**src/rtl/baud_tick_gen.sv**
```systemverilog
// Baud-rate tick generator: programmable clk divider feeding an oversample counter (bit / mid-bit ticks).
// Optional fractional-divide accumulator enabled by defining BAUD_TICK_FRAC_EN.
module baud_tick_gen #(
  parameter int CNT_W      = 16,
  parameter int INITIAL_M  = 166,
  parameter int OVERSAMPLE = 16,
  parameter int OS_W       = 4
) (
  input  logic             clk,
  input  logic             reset,
  input  logic             enable,
  input  logic             sync_clr,
  input  logic             set_m,
  input  logic [CNT_W-1:0] m,
`ifdef BAUD_TICK_FRAC_EN
  input  logic [3:0]       m_frac,
`endif
  output logic             tick,
  output logic             bit_tick,
  output logic             mid_tick,
  output logic [CNT_W-1:0] m_active,
  output logic             m_pending
);

  localparam logic [CNT_W-1:0] M_INIT  = CNT_W'(INITIAL_M);
  localparam logic [OS_W-1:0]  OS_LAST = OS_W'(OVERSAMPLE - 1);
  localparam logic [OS_W-1:0]  OS_MID  = OS_W'(OVERSAMPLE / 2 - 1);

  logic [CNT_W-1:0] counter_r, counter_s;
  logic [OS_W-1:0]  os_cnt_r, os_cnt_s;
  logic [CNT_W-1:0] m_active_r, m_active_s;
  logic [CNT_W-1:0] pend_r, pend_s;
  logic             m_pending_r, m_pending_s;
  logic             tick_r, tick_s;
  logic             bit_tick_r, bit_tick_s;
  logic             mid_tick_r, mid_tick_s;
  logic             at_top_s;
  logic             stretch_hold_s;

`ifdef BAUD_TICK_FRAC_EN
  logic [3:0] acc_r, acc_s;
  logic [3:0] frac_active_r, frac_active_s;
  logic [3:0] frac_pend_r, frac_pend_s;
  logic       stretch_r, stretch_s;
  logic [4:0] frac_sum_s;

  // A carry out of the accumulator holds the counter at the top for one extra cycle.
  assign stretch_hold_s = stretch_r;
`else
  // Integer-only divider never stretches a period.
  assign stretch_hold_s = 1'b0;
`endif

  // Divider terminal-count detect, full CNT_W compare.
  assign at_top_s = (counter_r == m_active_r);

  // Next-state logic: reset handled in the register, here sync_clr > counting, set_m in parallel.
  always_comb begin
    counter_s   = counter_r;
    os_cnt_s    = os_cnt_r;
    m_active_s  = m_active_r;
    pend_s      = pend_r;
    m_pending_s = m_pending_r;
    tick_s      = 1'b0;
    bit_tick_s  = 1'b0;
    mid_tick_s  = 1'b0;
`ifdef BAUD_TICK_FRAC_EN
    acc_s         = acc_r;
    frac_active_s = frac_active_r;
    frac_pend_s   = frac_pend_r;
    stretch_s     = stretch_r;
    frac_sum_s    = 5'd0;
`endif

    if (sync_clr) begin
      counter_s = '0;
      os_cnt_s  = '0;
      if (m_pending_r) begin
        m_active_s  = pend_r;
        m_pending_s = 1'b0;
`ifdef BAUD_TICK_FRAC_EN
        frac_active_s = frac_pend_r;
`endif
      end else begin
        m_active_s = m_active_r;
      end
`ifdef BAUD_TICK_FRAC_EN
      acc_s     = 4'd0;
      stretch_s = 1'b0;
`endif
    end else if (enable) begin
      if (at_top_s && stretch_hold_s) begin
        counter_s = counter_r;
`ifdef BAUD_TICK_FRAC_EN
        stretch_s = 1'b0;
`endif
      end else if (at_top_s) begin
        counter_s = '0;
        tick_s    = 1'b1;
        if (os_cnt_r == OS_LAST) begin
          os_cnt_s   = '0;
          bit_tick_s = 1'b1;
        end else begin
          os_cnt_s = os_cnt_r + OS_W'(1);
        end
        if (os_cnt_r == OS_MID) begin
          mid_tick_s = 1'b1;
        end else begin
          mid_tick_s = 1'b0;
        end
`ifdef BAUD_TICK_FRAC_EN
        frac_sum_s = {1'b0, acc_r} + {1'b0, frac_active_r};
        acc_s      = frac_sum_s[3:0];
        stretch_s  = frac_sum_s[4];
`endif
        // Pending modulus only takes effect at a wrap, so no runt or stretched period.
        if (m_pending_r) begin
          m_active_s  = pend_r;
          m_pending_s = 1'b0;
`ifdef BAUD_TICK_FRAC_EN
          frac_active_s = frac_pend_r;
`endif
        end else begin
          m_active_s = m_active_r;
        end
      end else begin
        counter_s = counter_r + CNT_W'(1);
      end
    end else begin
      counter_s = counter_r;
    end

    // A capture in the same cycle as an apply re-arms the pending flag for the next wrap.
    if (set_m) begin
      pend_s      = m;
      m_pending_s = 1'b1;
`ifdef BAUD_TICK_FRAC_EN
      frac_pend_s = m_frac;
`endif
    end else begin
      pend_s = pend_s;
    end
  end

  // State and output registers with synchronous reset.
  always_ff @(posedge clk) begin
    if (reset) begin
      counter_r   <= '0;
      os_cnt_r    <= '0;
      m_active_r  <= M_INIT;
      pend_r      <= M_INIT;
      m_pending_r <= 1'b0;
      tick_r      <= 1'b0;
      bit_tick_r  <= 1'b0;
      mid_tick_r  <= 1'b0;
`ifdef BAUD_TICK_FRAC_EN
      acc_r         <= 4'd0;
      frac_active_r <= 4'd0;
      frac_pend_r   <= 4'd0;
      stretch_r     <= 1'b0;
`endif
    end else begin
      counter_r   <= counter_s;
      os_cnt_r    <= os_cnt_s;
      m_active_r  <= m_active_s;
      pend_r      <= pend_s;
      m_pending_r <= m_pending_s;
      tick_r      <= tick_s;
      bit_tick_r  <= bit_tick_s;
      mid_tick_r  <= mid_tick_s;
`ifdef BAUD_TICK_FRAC_EN
      acc_r         <= acc_s;
      frac_active_r <= frac_active_s;
      frac_pend_r   <= frac_pend_s;
      stretch_r     <= stretch_s;
`endif
    end
  end

  assign tick      = tick_r;
  assign bit_tick  = bit_tick_r;
  assign mid_tick  = mid_tick_r;
  assign m_active  = m_active_r;
  assign m_pending = m_pending_r;

endmodule

```
**config.mk**
```make
export PLATFORM = sky130hd
export DESIGN_NAME = baud_tick_gen
export DESIGN_NICKNAME = d
export VERILOG_FILES = /design/src/rtl/baud_tick_gen.sv
export SDC_FILE = /design/constraint.sdc
export NUM_CORES = 1
export LEC_CHECK = 0
export BUFFER_PORTS_ARGS = -buffer_cell sky130_fd_sc_hd__buf_4
export CORE_MARGIN = 3
export CORE_UTILIZATION = 40
export DETAILED_ROUTE_END_ITERATION = 8
export GPL_ROUTABILITY_DRIVEN = 0
export GPL_TIMING_DRIVEN = 1
export REMOVE_ABC_BUFFERS = 1
export SLEW_MARGIN = 20
export SYNTH_ARGS = -nofsm -noshare
export SYNTH_HDL_FRONTEND = slang
export SYNTH_SLANG_ARGS = --single-unit
```
**constraint.sdc**
```tcl
create_clock -name clk -period 5.9 [get_ports clk]
set_input_delay 0.59 -clock clk [delete_from_list [all_inputs] [get_ports clk]]
set_output_delay 0.59 -clock clk [all_outputs]
set_load 0.005 [all_outputs]
```
==> flow_summary.yaml <==
run_status:
  status: "complete, no violations"
sta:
  fin_ws_ps: 2881
  worst_pin_slew_ps: 1091
  layout_min_cycle_time_ps: 3019
  tns_ps: 0
  min_period_over_period_pct: 51.18
  max_clock_freq_mhz: 331.2
  slew_violations: 0
  hold_viol_final: 0
  relSlewSlack_pct: 26.89
  setup_viol_count_final: 0
  fin_skew_ps: 11.62
  rsz0062_at_grt: "no"
route:
  wl_per_cell_um: 15.49
  drcViolationCount: 0
  drt_pre_antenna_iters: 4
  drt_iter0_drc: 59
  via_per_inst: 5.445
  drt-total-wl_um: 6445
  drtAntennaViolNets: 0
  vias: 2265
critical_path:
  crit_chain: "xor2_1 > or4b_1 > nor3_2 > and4_1 > a221oi_1"
  slowest_delay_ps: 880
  start_kind: "flop"
  cp-startpoint: "counter_r[2]"
  arrival_ps: 3190
  required_ps: 6070
  crit_type: "flop to flop"
  critPathCaptureType: "flop"
  crit_path_top_delay_cell: "nor3_2"
  regToRegStartpoint: "counter_r[2]"
  worstPathMaxFanout: 16
grt:
  grt_pass1_vias: 2132
  use_met1_pct: 26.03
  busiest_layer: "met2"
  grt.total_usage_pct: 18.06
  grt_max_degree: 37
  grt.overflow.total: 0
  grt_first_pass_wirelength_um: 10870
  use_met2_pct: 27.26
  grtUsageMet3_pct: 4.045
  antenna_found_initial: 0
floorplan:
  ioPinCount: 41
  die-area_mm2: 0.007695
  rows: 29
  fp.dieH_um: 87.72
  die_x_um: 87.72
  core_area_mm2: 0.006422
  initial_core_util_pct: 41.59
finish:
  nNetsFinal: 361
  nFillCells: 627
  diodes: 0
  drive_above_1_share_pct: 15.63
  multi_input_area_mm2: 0.001390
  seq_area_mm2: 0.001122
  layout.cells.non_filler: 416
  syn2layout_area_growth_pct: 16.30
  final_cell_area_mm2: 0.003107
power_and_ir_drop:
  swShare_pct: 24.69
  p_leak_nw: 1.144
  p_sw_mw: 0.1802
  cellPowerDensity_mw_per_mm2: 234.9
  seqPwrFrac_pct: 55.5
  ir_drop_mv: 0.1247
  p_int_mw: 0.5495
  comb_power_share_pct: 8.7
  p_clk_share_pct: 35.8
synthesis:
  synth_warnings: 0
  synthTopCellsByArea: "dfxtp_1 42%, xnor2_1 7.2%, nor2_1 6.6%"
  synth_top_area_cell: "dfxtp_1"
  syn_inst: 310
  syn_avg_cell_area_um2: 8.617
  synth_top_area_share_pct: 41.97
  ys_seq_area_share_pct: 41.97
  yosys.cell_types.count: 44
  ys_ff_latch: 56
  synth_ff_type: "dfxtp_1"
  async_flop_share_pct: 0
  synth-edff-count: 0
  synth_area_mm2: 0.002671
clocking:
  holdBufCountCts: 0
  cts-root-buf: "clkbuf_8"
  htree_levels: 2
  numCtsBuffers: 5
  cts.sinks: 56
  postCtsSetupBuffers: 0
  tritoncts: "done"
  post_cts_resize_count: 0
  clk_pin_slew_worst_paths_ps: 110
  cts_buffer_depth: 2
  clock_latency_ps: 320
placed_design:
  place_area_mm2: 0.002994
  post-dp-hpwl_um: 4463
  dp.cells: 408
  port_buffers: 40
  pre_cts_ws_ps: 2931
worst_hold_path:
  min_path_type: "input pin to flop"
  hold_start: "m[5]"
flow_run:
  drv_cap: 0
==> path summary, 6_finish.rpt <==
| path | cells after the start | end | slack [ps] |
|---|---|---|---|
| setup / recovery | 5 | m_active[2] | 2880 |
| hold / removal | 3 | pend_r[5] | 480 |
| setup reg to reg | 5 | m_active[2] | 2880 |
| hold reg to reg | 1 | mid_tick | 500 |
==> registers in the layout, indices dropped and copies added (netlist names) <==
| register | cells |
|---|---|
| m_active | 16 |
| bit_tick | 1 |
| counter_r | 16 |
| pend_r | 16 |
| os_cnt_r | 4 |
| mid_tick | 1 |
| tick | 1 |
| m_pending | 1 |
==> critical path, delay by kind of cell (launching register included) <==
| family | cells | cell delay [ps] |
|---|---|---|
| DFF | 1 | 430 |
| and+or+nand+nor | 3 | 2160 |
| AOI/OAI and AO/OA | 1 | 180 |
| xor gates and xnor gates | 1 | 110 |
==> final cells by class <==
cell class / instances / share of cell area, %
flip-flops and latches: 56 / 36.13
multi-input cells: 213 / 44.74
well taps: 77 / 3.101
clock inverters: 2 / 1.248
inverters: 21 / 2.537
repair buffers: 41 / 9.907
clock buffers: 6 / 2.336
==> cells in the mapped netlist (3+ instances only) <==
master,number
nand3_1,20
nor3_1,5
a211oi_1,11
nor2_1,47
xnor2_1,22
inv_1,20
xor2_1,9
a21oi_1,3
mux2i_1,13
a221o_1,11
clkbuf_1,15
a221oi_1,4
o211ai_1,4
a31oi_1,4
o21ai_0,14
dfxtp_1,56
nand4_1,7
nand2_1,11
==> power groups by stage <==
stage	clock network [mW]	registers, mW	logic, mW
after floorplan	0	0.409	0.0315
after global placement	0	0.413	0.0630
after detailed placement	0	0.413	0.0639
after CTS	0.268	0.405	0.0640
after global routing	0.284	0.408	0.0716
final	0.261	0.405	0.0634
==> layer usage <==
metal / share of wire (%) / routed length [µm]
met1: 48 / 3122
met2: 45 / 2911
met3: 5.5 / 352
met4: 0.90 / 58
met5: 0 / 0
==> cell families after synthesis <==
logic type | count (synthesis) | synth area share [%]
fa+ha+maj | 2 | 0.9366
flops | 56 | 41.97
buf+inv | 41 | 5.995
compound gates | 58 | 16.02
simple gates | 109 | 20.05
xor+xnor | 31 | 10.16
mux | 13 | 4.871
==> per-stage QoR <==
step	hold slack, ps	util (%)	power [mW]
after floorplan	441.8	-	0.4405
after global placement	486.6	46.62	0.4761
after detailed placement	489.5	46.62	0.4774
after CTS	480.7	48.35	0.7370
after global routing	499.3	48.37	0.7632
final	482.9	48.37	0.7297
==> cell usage in the layout (no fill, tap or decap), drive strengths merged, types with 11 or more instances in the layout <==
master	netlist	final
a221o	11	11
nor2	47	47
mux2i	13	13
dfxtp	56	56
a211oi	11	11
inv	20	21
xnor2	22	22
buf	5	41
nand3	20	20
nand2	11	11
o21ai	15	15
(Power assumes the default switching activity.)
